$ cat src/rtl/pipelined_normalizer.sv
// Two-stage leading-zero normalizer with valid/ready on both sides.
// Define NORMALIZER_DENORM_EN for gradual underflow; otherwise underflow flushes to zero.
module pipelined_normalizer #(
    parameter int unsigned MAN_WIDTH = 24,
    parameter int unsigned EXP_WIDTH = 8,
    localparam int unsigned LZC_WIDTH = $clog2(MAN_WIDTH)
) (
    input  logic                 clk,
    input  logic                 reset,
    input  logic                 in_valid,
    output logic                 in_ready,
    input  logic [MAN_WIDTH-1:0] in_sig,
    input  logic [EXP_WIDTH-1:0] in_exp,
    output logic                 out_valid,
    input  logic                 out_ready,
    output logic [MAN_WIDTH-1:0] out_sig,
    output logic [EXP_WIDTH-1:0] out_exp,
    output logic                 out_zero,
    output logic                 out_underflow
);

    localparam int unsigned NUM_GROUPS = (MAN_WIDTH + 3) / 4;
    localparam int unsigned PAD_WIDTH  = NUM_GROUPS * 4;
    localparam int unsigned PAD_BITS   = PAD_WIDTH - MAN_WIDTH;

    function automatic logic [1:0] nib_lz(input logic [3:0] nib);
        casez (nib)
            4'b1???: nib_lz = 2'd0;
            4'b01??: nib_lz = 2'd1;
            4'b001?: nib_lz = 2'd2;
            default: nib_lz = 2'd3;
        endcase
    endfunction

    logic                 s1_valid, s2_valid;
    logic                 s1_adv, s2_adv;
    logic [MAN_WIDTH-1:0] s1_sig, s2_sig;
    logic [EXP_WIDTH-1:0] s1_exp, s2_exp;
    logic [LZC_WIDTH-1:0] s1_lzc;
    logic                 s1_zero, s2_zero, s2_uf;

    logic [PAD_WIDTH-1:0] padded;
    logic [1:0]           grp_lz   [NUM_GROUPS];
    logic                 grp_zero [NUM_GROUPS];
    logic [LZC_WIDTH-1:0] lzc;
    logic                 all_zero;

    assign s2_adv   = !s2_valid || out_ready;
    assign s1_adv   = !s1_valid || s2_adv;
    assign in_ready = s1_adv;

    // LSB padding keeps the MSB group aligned with the significand MSB
    assign padded = PAD_WIDTH'(in_sig) << PAD_BITS;

    always_comb begin
        for (int g = 0; g < int'(NUM_GROUPS); g++) begin
            grp_lz[g]   = nib_lz(padded[PAD_WIDTH-1-4*g -: 4]);
            grp_zero[g] = (padded[PAD_WIDTH-1-4*g -: 4] == 4'b0000);
        end
    end

    always_comb begin
        int unsigned cnt;
        logic        found;
        cnt   = 0;
        found = 1'b0;
        for (int g = 0; g < int'(NUM_GROUPS); g++) begin
            if (!found) begin
                if (grp_zero[g]) begin
                    cnt = cnt + 4;
                end else begin
                    cnt   = cnt + 32'(grp_lz[g]);
                    found = 1'b1;
                end
            end
        end
        // count is meaningless when all groups are zero; all_zero covers that case
        lzc      = LZC_WIDTH'(cnt);
        all_zero = !found;
    end

    logic                 uf;
    logic [MAN_WIDTH-1:0] nxt_sig;
    logic [EXP_WIDTH-1:0] nxt_exp;

    assign uf = !s1_zero && (32'(s1_exp) <= 32'(s1_lzc));

`ifdef NORMALIZER_DENORM_EN
    logic [EXP_WIDTH-1:0] dn_shift;
    assign dn_shift = (s1_exp == '0) ? '0 : s1_exp - EXP_WIDTH'(1);
`endif

    always_comb begin
        nxt_sig = s1_sig << s1_lzc;
        nxt_exp = s1_exp - EXP_WIDTH'(s1_lzc);
        if (s1_zero) begin
            nxt_sig = '0;
            nxt_exp = '0;
        end else if (uf) begin
            nxt_exp = '0;
`ifdef NORMALIZER_DENORM_EN
            nxt_sig = s1_sig << dn_shift;
`else
            nxt_sig = '0;
`endif
        end
    end

    always_ff @(posedge clk or posedge reset) begin
        if (reset) begin
            s1_valid <= 1'b0;
            s1_sig   <= '0;
            s1_exp   <= '0;
            s1_lzc   <= '0;
            s1_zero  <= 1'b0;
            s2_valid <= 1'b0;
            s2_sig   <= '0;
            s2_exp   <= '0;
            s2_zero  <= 1'b0;
            s2_uf    <= 1'b0;
        end else begin
            if (s1_adv) begin
                s1_valid <= in_valid;
            end
            if (s1_adv && in_valid) begin
                s1_sig  <= in_sig;
                s1_exp  <= in_exp;
                s1_lzc  <= lzc;
                s1_zero <= all_zero;
            end
            if (s2_adv) begin
                s2_valid <= s1_valid;
            end
            if (s2_adv && s1_valid) begin
                s2_sig  <= nxt_sig;
                s2_exp  <= nxt_exp;
                s2_zero <= s1_zero;
                s2_uf   <= uf;
            end
        end
    end

    assign out_valid     = s2_valid;
    assign out_sig       = s2_sig;
    assign out_exp       = s2_exp;
    assign out_zero      = s2_zero;
    assign out_underflow = s2_uf;

endmodule

$ cat config.mk
export PLATFORM = sky130hd
export DESIGN_NAME = pipelined_normalizer
export DESIGN_NICKNAME = d
export VERILOG_FILES = /design/src/rtl/pipelined_normalizer.sv
export SDC_FILE = /design/constraint.sdc
export NUM_CORES = 1
export LEC_CHECK = 0
export CORE_UTILIZATION = 55
export CTS_CLUSTER_SIZE = 24
export DETAILED_ROUTE_END_ITERATION = 10
export PLACE_DENSITY_LB_ADDON = 0.3
export SETUP_SLACK_MARGIN = 0.15
export SLEW_MARGIN = 40
export SYNTH_ARGS = -nofsm -noshare
export SYNTH_HDL_FRONTEND = slang
export SYNTH_SLANG_ARGS = --single-unit
$ cat constraint.sdc
create_clock -name clk -period 3.8 [get_ports clk]
set_input_delay 0.95 -clock clk [delete_from_list [all_inputs] [get_ports clk]]
set_output_delay 0.95 -clock clk [all_outputs]
set_load 0.005 [all_outputs]
Word level (Yosys, flattened, before mapping):

Index checks and enable logic that the tools add are counted.

* bits in registers: 74
* bits of input ports: 36
* output and inout port bits: 36

* eq/ne operators: 12
* magnitude comparators: 1
* shift-type cells: 1
* add/subtract/negate cells: 11
* multiplexer cells: 32
* reductions and logical operators: 15

Operator list (number)
* $mux W5: 10
* $mux W24: 2
* $pmux W2 S3: 6
* $logic_not A4 Y1: 6
* $shl A24 B5 Y24: 1
* $add A5 B2 Y5: 4
* $add A5 B3 Y5 const B: 4
* $eq A3 B1 Y1 const B: 6
* $mux W8: 2
* $eq A2 B1 Y1 const B: 6
* $mux W1: 11
* $le A8 B5 Y1: 1
* $sub A8 B5 Y8: 1
* $add A3 B2 Y4: 1
* $add A3 B3 Y4 const B: 1
* $logic_not A1 Y1: 4
* $logic_and A1 B1 Y1: 3
* $mux W3: 1
* $logic_or A1 B1 Y1: 2

Depth between registers and ports, before layout:

Gate-level depths: netlist (run 1).

* depth after elaboration: 18
* depth in mapped cells: 24
* depth with buffers taken out: 24

Worst setup path before layout (run 1):

No wires, ideal clock.

* path kind: input to register
* from: input in_sig[21]
* to: register s1_lzc[4]
* required time: 3.668 ns
* arrival: 5.351 ns
* library setup time: 0.132 ns
* setup slack: -1.683 ns
* cell stages on the path: 23
* cells stage by stage: nand2b_1 > a21oi_1 > ha_1 > inv_1 > fa_1 > o21ai_0 > and2_1 > fa_1 > and3_1 > o21a_1 > fa_1 > nand2_1 > nor2_1 > or2_1 > inv_1 > fa_1 > nand3b_1 > a21oi_1 > or2_4 > fa_1 > o211ai_1 > xor2_1 > o21ai_1

* longest elaborated chain between the ends: 18

RTL lines
* from (decl): RTL line 12 `input logic [MAN_WIDTH-1:0] in_sig,`
* $eq A3 B1 Y1: RTL line 27 `casez (nib)`
* $pmux W2 S3: RTL line 27
* $mux W3: RTL line 69 `if (grp_zero[g]) begin`
* $add A3 B2 Y4 or $add A3 B3 Y4 (tied branches): RTL line 72, 70
* $mux W5: RTL line 69
* $mux W5: RTL line 68 `if (!found) begin`
* $add A5 B2 Y5 or $add A5 B3 Y5 (tied branches): RTL line 72, 70
* $mux W5: RTL line 69
* (+2 left out)
* $mux W5: RTL line 69
* $mux W5: RTL line 68
* $add A5 B2 Y5 or $add A5 B3 Y5 (tied branches): RTL line 72, 70
* $mux W5: RTL line 69
* $mux W5: RTL line 68
* $add A5 B2 Y5 or $add A5 B3 Y5 (tied branches): RTL line 72, 70
* $mux W5: RTL line 69
* $mux W5 *: RTL line 68
* to (signal assigned): RTL line 128 `s1_lzc <= lzc;`
* to (decl): RTL line 39 `logic [LZC_WIDTH-1:0] s1_lzc;`

Every way passes the cells marked *; elsewhere a longest branch is shown, timed or not.
A chain may end at the register's enable or synchronous reset.

Worst setup path after layout (run 1):

* from: input in_sig[21]
* to: register s1_lzc[3]

The elaborated chain is that of the path after synthesis.

==> flow_summary_export.csv, run 1 <==
group,metric,value,unit
yosys,ys_top_cells_by_area,"dfrtp_1, mux4_2, mux2_2",
global_routing,grt_pass1_vias,4004,
worst_setup_path,r2r-end,"out_sig[0]",
final_layout,antennaDiodeCount,0,
floorplan,design.die.area,9030,µm²
place,dp.cells,656,
clock_network,cts.path.max_buffers,2,
power,leakage,2.75,nW
worst_setup_path,end_kind,"flop",
clock_network,cts_tree,"yes",
outcome,failed_checks,"negative setup slack",
clock_network,cts_made_buffers,9,
worst_setup_path,critical_path_buf_inv_count,4,
place,place_hpwl,8510,µm
yosys,syn_area,4760,µm²
min_path,min_to,"out_underflow",
final_layout,mostFrequentLayoutCells,"dfrtp_1, clkdlybuf4s50_1, buf_4, nand2_1, mux2_2",
final_layout,area_growth,33.7,%
timing,finalCriticalPeriod,5.28,ns
yosys,ys.flop_type,"dfrtp_1",
yosys,synth_top_area_share,0.389,
place,io_buffers,71,
power,power_density,447,nW/µm²
yosys,synth-seq-cells,74,
final_layout,fill_cells,573,
timing,clock-skew-final,0.0158,ns
routing,avgViaCountPerCell,5.96,
worst_setup_path,critical_path_class,"input port to flop",
run,cap_violations,0,
routing,ant_nets,0,
worst_setup_path,cp-start-kind,"input port",
worst_setup_path,worst_path_max_delay_cell,"fa_1",
timing,fin_hold_ws,0.480,ns
worst_setup_path,slowest_delay,0.50,ns
min_path,worstHoldStart,"out_underflow",
worst_setup_path,required,4.03,ns
yosys,yosys_warnings,0,
worst_setup_path,worstPathMaxFanout,3,
final_layout,stdcell_count,683,
final_layout,final_common_cell,"dfrtp_1",
timing,setup_slack,-1.48,ns
timing,tns,-5.86,ns
worst_setup_path,rr_startpoint,"s1_lzc[3]",
floorplan,start_util,0.574,
final_layout,drive_gt1_frac,0.303,
min_path,holdPathStages,2,
global_routing,grt_usage,0.280,
timing,slew_headroom,0.527,
yosys,synth_edf_count,0,
routing,dr_total_vias,4071,
routing,firstDrtPassIters,4,
yosys,ys_seq_area_frac,0.389,
clock_network,clock_sink_count,74,
floorplan,core_area,8300,µm²
yosys,synth_cell_type_count,67,
final_layout,utilization,0.767,
worst_setup_path,path_common_cell,"fa_1",
floorplan,die_y,95.0,µm
routing,drc,0,
power,peakVddDrop,0.226,mV
clock_network,cts_hold_buffers,0,
timing,hold_viol_final,0,
yosys,syn_avg_cell_area,10.5,µm²
global_routing,grt_max_degree,40,
floorplan,fp.dieW,95.0,µm
clock_network,clk_pin_slew,0.08,ns
routing,avgRoutedWirePerCell,17.1,µm
timing,period_share,1.39,
routing,first_iter_violations,231,
place,place.gp.congestion,0.853,
timing,drv_slew,0,
worst_setup_path,crit_cells,26,
yosys,yosysTopAreaCell,"dfrtp_1",
place,place_ws,-2.25,ns
worst_setup_path,rrSetupSlack,0.73,ns
worst_setup_path,cp_top_family,"adder cells",
yosys,synthesis.instances,453,
global_routing,grt_first_pass_wirelength,19200,µm
floorplan,num_rows,33,
clock_network,cts_max_level,3,
yosys,synthesis.nets,511,
worst_setup_path,arrival,5.51,ns
outcome,outcome,"complete, but fails checks",
clock_network,clk_latency,0.36,ns
clock_network,clockRootBuffer,"clkbuf_8",
final_layout,final_nets,631,
global_routing,grt_antenna_before_repair,0,
worst_setup_path,worstRegToRegCells,9,
timing,setup_viol,5,
floorplan,io_pins,72,
final_layout,finish.instance_area,6360,µm²
yosys,async_flop_share,1.00,
global_routing,overflow,0,
timing,worst_pin_slew,0.707,ns
place,dpl_cell_area,5920,µm²
routing,routed_wl,11700,µm
timing,clock.fmax,190,MHz
min_path,min_path_type,"flop to flop",
power,power,2.84,mW
timing,rsz0062_at_grt,"true",
## Yosys cell counts (5+ instances only)
library cell,n
dfrtp_1,74
o21ai_1,13
a21oi_1,28
nand2_1,54
fa_1,6
clkbuf_1,12
a21o_1,6
o21ai_0,19
a31oi_1,5
nor2_1,28
mux4_2,17
a211oi_1,11
buf_2,8
a32o_1,6
mux2_2,30
inv_1,19
mux2i_1,12
and3_1,6
ha_1,16
## sequential cells by signal, summed over array words and instances (netlist names)
register,cells
out_zero,1
out_underflow,1
s1_zero,1
s1_lzc,5
out_exp,8
s1_valid,1
out_sig,24
out_valid,1
s1_sig,24
s1_exp,8
## cell type report
class / count / area [µm²] / area share
Timing Repair Buffer: 134 / 1180 / 0.186
Multi-Input combinational cell: 334 / 2870 / 0.452
Clock inverter: 6 / 113 / 0.0177
Inverter: 20 / 76.3 / 0.0120
Tap cell: 105 / 131 / 0.0206
Sequential cell: 74 / 1850 / 0.291
Clock buffer: 10 / 138 / 0.0216
## per-layer routing
layer / wire length (µm) / vias to the layer above / track usage
li1: - / 1927 / -
met1: 4970 / 1985 / 0.356
met2: 5860 / 131 / 0.471
met3: 578 / 28 / 0.0630
met4: 261 / 0 / 0.0997
met5: 0 / - / 0
## logic make-up (layout without fill, tap and decap cells)
family | Yosys count | count (layout) | synth area share
AOI/OAI and AO/OA | 122 | 122 | 0.178
and+or+nand+nor | 122 | 122 | 0.131
DFF | 74 | 74 | 0.389
muxes | 61 | 61 | 0.181
buffers and inverters | 45 | 170 | 0.0407
adders and majority gates | 22 | 22 | 0.0673
xor gates and xnor gates | 7 | 7 | 0.0129
## where the power goes
group / internal [mW] / leakage (nW) / switching, mW
logic: 0.579 / 1.71 / 0.435
clock network: 0.456 / 0.127 / 0.301
registers: 0.950 / 0.906 / 0.124
## worst register-to-register path, delay by kind of cell, from the launching register on
family,cells,cell delay (ns)
AOI/OAI and AO/OA,4,0.90
and+or+nand+nor,2,0.68
buffers and inverters,2,0.60
adders and majority gates,1,0.51
DFF,1,0.32
## how the worst max path moves through the flow
stage	startpoint	to	slack [ns]
detailed placement	in_sig[20]	s1_lzc[4]	-2.25
global route	in_sig[18]	s1_lzc[3]	-1.72
global placement	in_sig[20]	s1_lzc[4]	-2.09
CTS	in_sig[21]	s1_lzc[4]	-1.57
finish	in_sig[21]	s1_lzc[3]	-1.48
floorplan	in_sig[21]	s1_lzc[4]	-1.53
## timing repair
action / 4_1_cts / 5_1_grt
pin swaps: 38 / 26
gates resized for setup: 45 / 13
setup endpoints to repair: 5 / 5
setup buffers: 9 / 2
No activity file was read; power rests on OpenSTA's default activity.
==> run 2, diff against run 1 <==
--- a/config.mk
+++ b/config.mk
@@ -6,8 +6,10 @@
 export NUM_CORES = 1
 export LEC_CHECK = 0
 export CORE_UTILIZATION = 55
+export CTS_CLUSTER_DIAMETER = 100
 export CTS_CLUSTER_SIZE = 24
 export DETAILED_ROUTE_END_ITERATION = 10
+export HOLD_SLACK_MARGIN = 0.02
 export PLACE_DENSITY_LB_ADDON = 0.3
 export SETUP_SLACK_MARGIN = 0.15
 export SLEW_MARGIN = 40
==> results of run 2 <==
No change in the layout: final DEF, timing and power equal those of run 1.
==> run 3, diff against run 2 <==
--- a/config.mk
+++ b/config.mk
@@ -5,10 +5,13 @@
 export SDC_FILE = /design/constraint.sdc
 export NUM_CORES = 1
 export LEC_CHECK = 0
-export CORE_UTILIZATION = 55
+export CELL_PAD_IN_SITES_DETAIL_PLACEMENT = 0
+export CELL_PAD_IN_SITES_GLOBAL_PLACEMENT = 1
+export CORE_UTILIZATION = 43
 export CTS_CLUSTER_DIAMETER = 100
 export CTS_CLUSTER_SIZE = 24
 export DETAILED_ROUTE_END_ITERATION = 10
+export GPL_ROUTABILITY_DRIVEN = 0
 export HOLD_SLACK_MARGIN = 0.02
 export PLACE_DENSITY_LB_ADDON = 0.3
 export SETUP_SLACK_MARGIN = 0.15
==> run 3 against run 2 <==
Clock skew down 0.0083 ns. Sequential share of layout area down 1.4 points. The run still ends with negative setup slack left. Hold slack worse by 0.0012 ns. Final cell count up 11%. Register-to-register slack better by 0.32 ns. Core utilization down 15 points. Clock power down 15%. Total power down 2.6%. First-iteration DRC count up 7.4%. Non-clock buffer count up 38. Critical path depth up 14.
==> flow_summary_export.csv, run 3 (synthesis gave the netlist of run 1 again) <==
group,metric,value,unit
final_layout,antennaDiodeCount,0,
timing,clock.fmax,189,MHz
worst_setup_path,cp-start-kind,"input port",
place,io_buffers,71,
clock_network,clock_sink_count,74,
timing,finalCriticalPeriod,5.29,ns
clock_network,clk_pin_slew,0.08,ns
global_routing,overflow,0,
global_routing,grt_antenna_before_repair,0,
clock_network,cts_hold_buffers,0,
outcome,failed_checks,"negative setup slack",
final_layout,drive_gt1_frac,0.346,
floorplan,die_y,107,µm
timing,clock-skew-final,0.00750,ns
timing,period_share,1.39,
global_routing,grt_usage,0.231,
floorplan,design.die.area,11500,µm²
worst_setup_path,end_kind,"flop",
final_layout,final_nets,669,
worst_setup_path,critical_path_buf_inv_count,39,
floorplan,core_area,10800,µm²
global_routing,grt_max_degree,40,
min_path,worstHoldStart,"out_exp[3]",
timing,slew_headroom,0.559,
routing,routed_wl,12600,µm
worst_setup_path,crit_cells,40,
timing,worst_pin_slew,0.659,ns
outcome,outcome,"complete, but fails checks",
worst_setup_path,worstRegToRegCells,10,
final_layout,fill_cells,917,
worst_setup_path,rr_startpoint,"s1_exp[0]",
timing,drv_slew,0,
routing,dr_total_vias,4147,
final_layout,area_growth,40.4,%
timing,setup_slack,-1.49,ns
floorplan,num_rows,38,
worst_setup_path,r2r-end,"out_sig[17]",
worst_setup_path,worst_path_max_delay_cell,"buf_4",
power,leakage,2.92,nW
run,cap_violations,0,
routing,avgViaCountPerCell,5.49,
global_routing,grt_first_pass_wirelength,20400,µm
routing,avgRoutedWirePerCell,16.7,µm
routing,first_iter_violations,248,
timing,fin_hold_ws,0.478,ns
floorplan,start_util,0.441,
worst_setup_path,path_common_cell,"buf_4",
timing,hold_viol_final,0,
power,power,2.77,mW
worst_setup_path,rrSetupSlack,1.05,ns
final_layout,mostFrequentLayoutCells,"buf_4, dfrtp_1, clkdlybuf4s50_1, nand2_1, mux2_2",
clock_network,cts_made_buffers,9,
worst_setup_path,cp_top_family,"buffers and inverters",
final_layout,final_common_cell,"buf_4",
global_routing,grt_pass1_vias,4040,
min_path,holdPathStages,2,
routing,ant_nets,0,
power,power_density,415,nW/µm²
min_path,min_to,"out_exp[3]",
power,peakVddDrop,0.210,mV
clock_network,clk_latency,0.36,ns
worst_setup_path,required,4.08,ns
timing,setup_viol,6,
worst_setup_path,slowest_delay,0.14,ns
worst_setup_path,arrival,5.57,ns
clock_network,cts_tree,"yes",
worst_setup_path,critical_path_class,"input port to flop",
clock_network,cts_max_level,3,
clock_network,cts.path.max_buffers,2,
routing,firstDrtPassIters,4,
timing,rsz0062_at_grt,"true",
worst_setup_path,worstPathMaxFanout,2,
place,place_hpwl,8560,µm
clock_network,clockRootBuffer,"clkbuf_8",
floorplan,fp.dieW,107,µm
routing,drc,0,
min_path,min_path_type,"flop to flop",
floorplan,io_pins,72,
==> run 3: cell type report <==
| cell class | instances | area [µm²] | area share |
|---|---|---|---|
| Sequential cell | 74 | 1850 | 0.277 |
| Tap cell | 140 | 175 | 0.0262 |
| Clock buffer | 13 | 169 | 0.0253 |
| Inverter | 20 | 76.3 | 0.0114 |
| Multi-Input combinational cell | 334 | 2880 | 0.431 |
| Clock inverter | 2 | 35.0 | 0.00524 |
| Timing Repair Buffer | 172 | 1490 | 0.224 |
==> run 3: how the worst max path moves through the flow <==
stage / from / to / slack [ns]
after global placement: in_sig[18] / s1_lzc[4] / -2.15
after global routing: in_sig[21] / s1_lzc[4] / -1.64
after CTS: in_sig[21] / s1_lzc[4] / -1.55
after detailed placement: in_sig[23] / s1_lzc[4] / -2.25
final: in_sig[18] / s1_sig[18] / -1.49
after floorplan: in_sig[21] / s1_lzc[4] / -1.53
==> run 3: repair_timing <==
action / CTS / global route
pin swaps: 37 / 30
gates resized for setup: 56 / 10
setup endpoints to repair: 5 / 6
buffers inserted: 45 / 3
==> run 3: routing by layer <==
metal	vias up	track usage	wire length, µm
met5	-	0	0
li1	2006	-	-
met1	2016	0.313	5740
met2	103	0.375	6060
met4	0	0.0890	311
met3	22	0.0347	474
==> run 3: worst min-delay path, stage by stage, from the launching register on <==
cell,delay [ns]
dfrtp_1,0.35
nand2_1,0.04
o21ai_0,0.06
==> run 3: stage by stage <==
| stage | TNS [ns] | setup slack, ns | area (µm²) | utilization | instances |
|---|---|---|---|---|---|
| 6_report | -7.35 | -1.49 | 6680 | 0.619 | 755 |
| 3_3_place_gp | -9.46 | -2.15 | 5980 | 0.554 | 692 |
| 2_1_floorplan | -6.10 | -1.53 | 4790 | - | 453 |
| 4_1_cts | -7.35 | -1.55 | 6620 | 0.614 | 752 |
| 3_5_place_dp | -9.95 | -2.25 | 5980 | 0.554 | 692 |
| 5_1_grt | -8.18 | -1.64 | 6680 | 0.619 | 755 |
==> run 3: power by group <==
part | internal (mW) | total (mW) | leakage (nW) | switching, mW
clock | 0.353 | 0.644 | 0.106 | 0.291
sequential | 0.950 | 1.07 | 0.906 | 0.120
combinational | 0.609 | 1.06 | 1.91 | 0.450
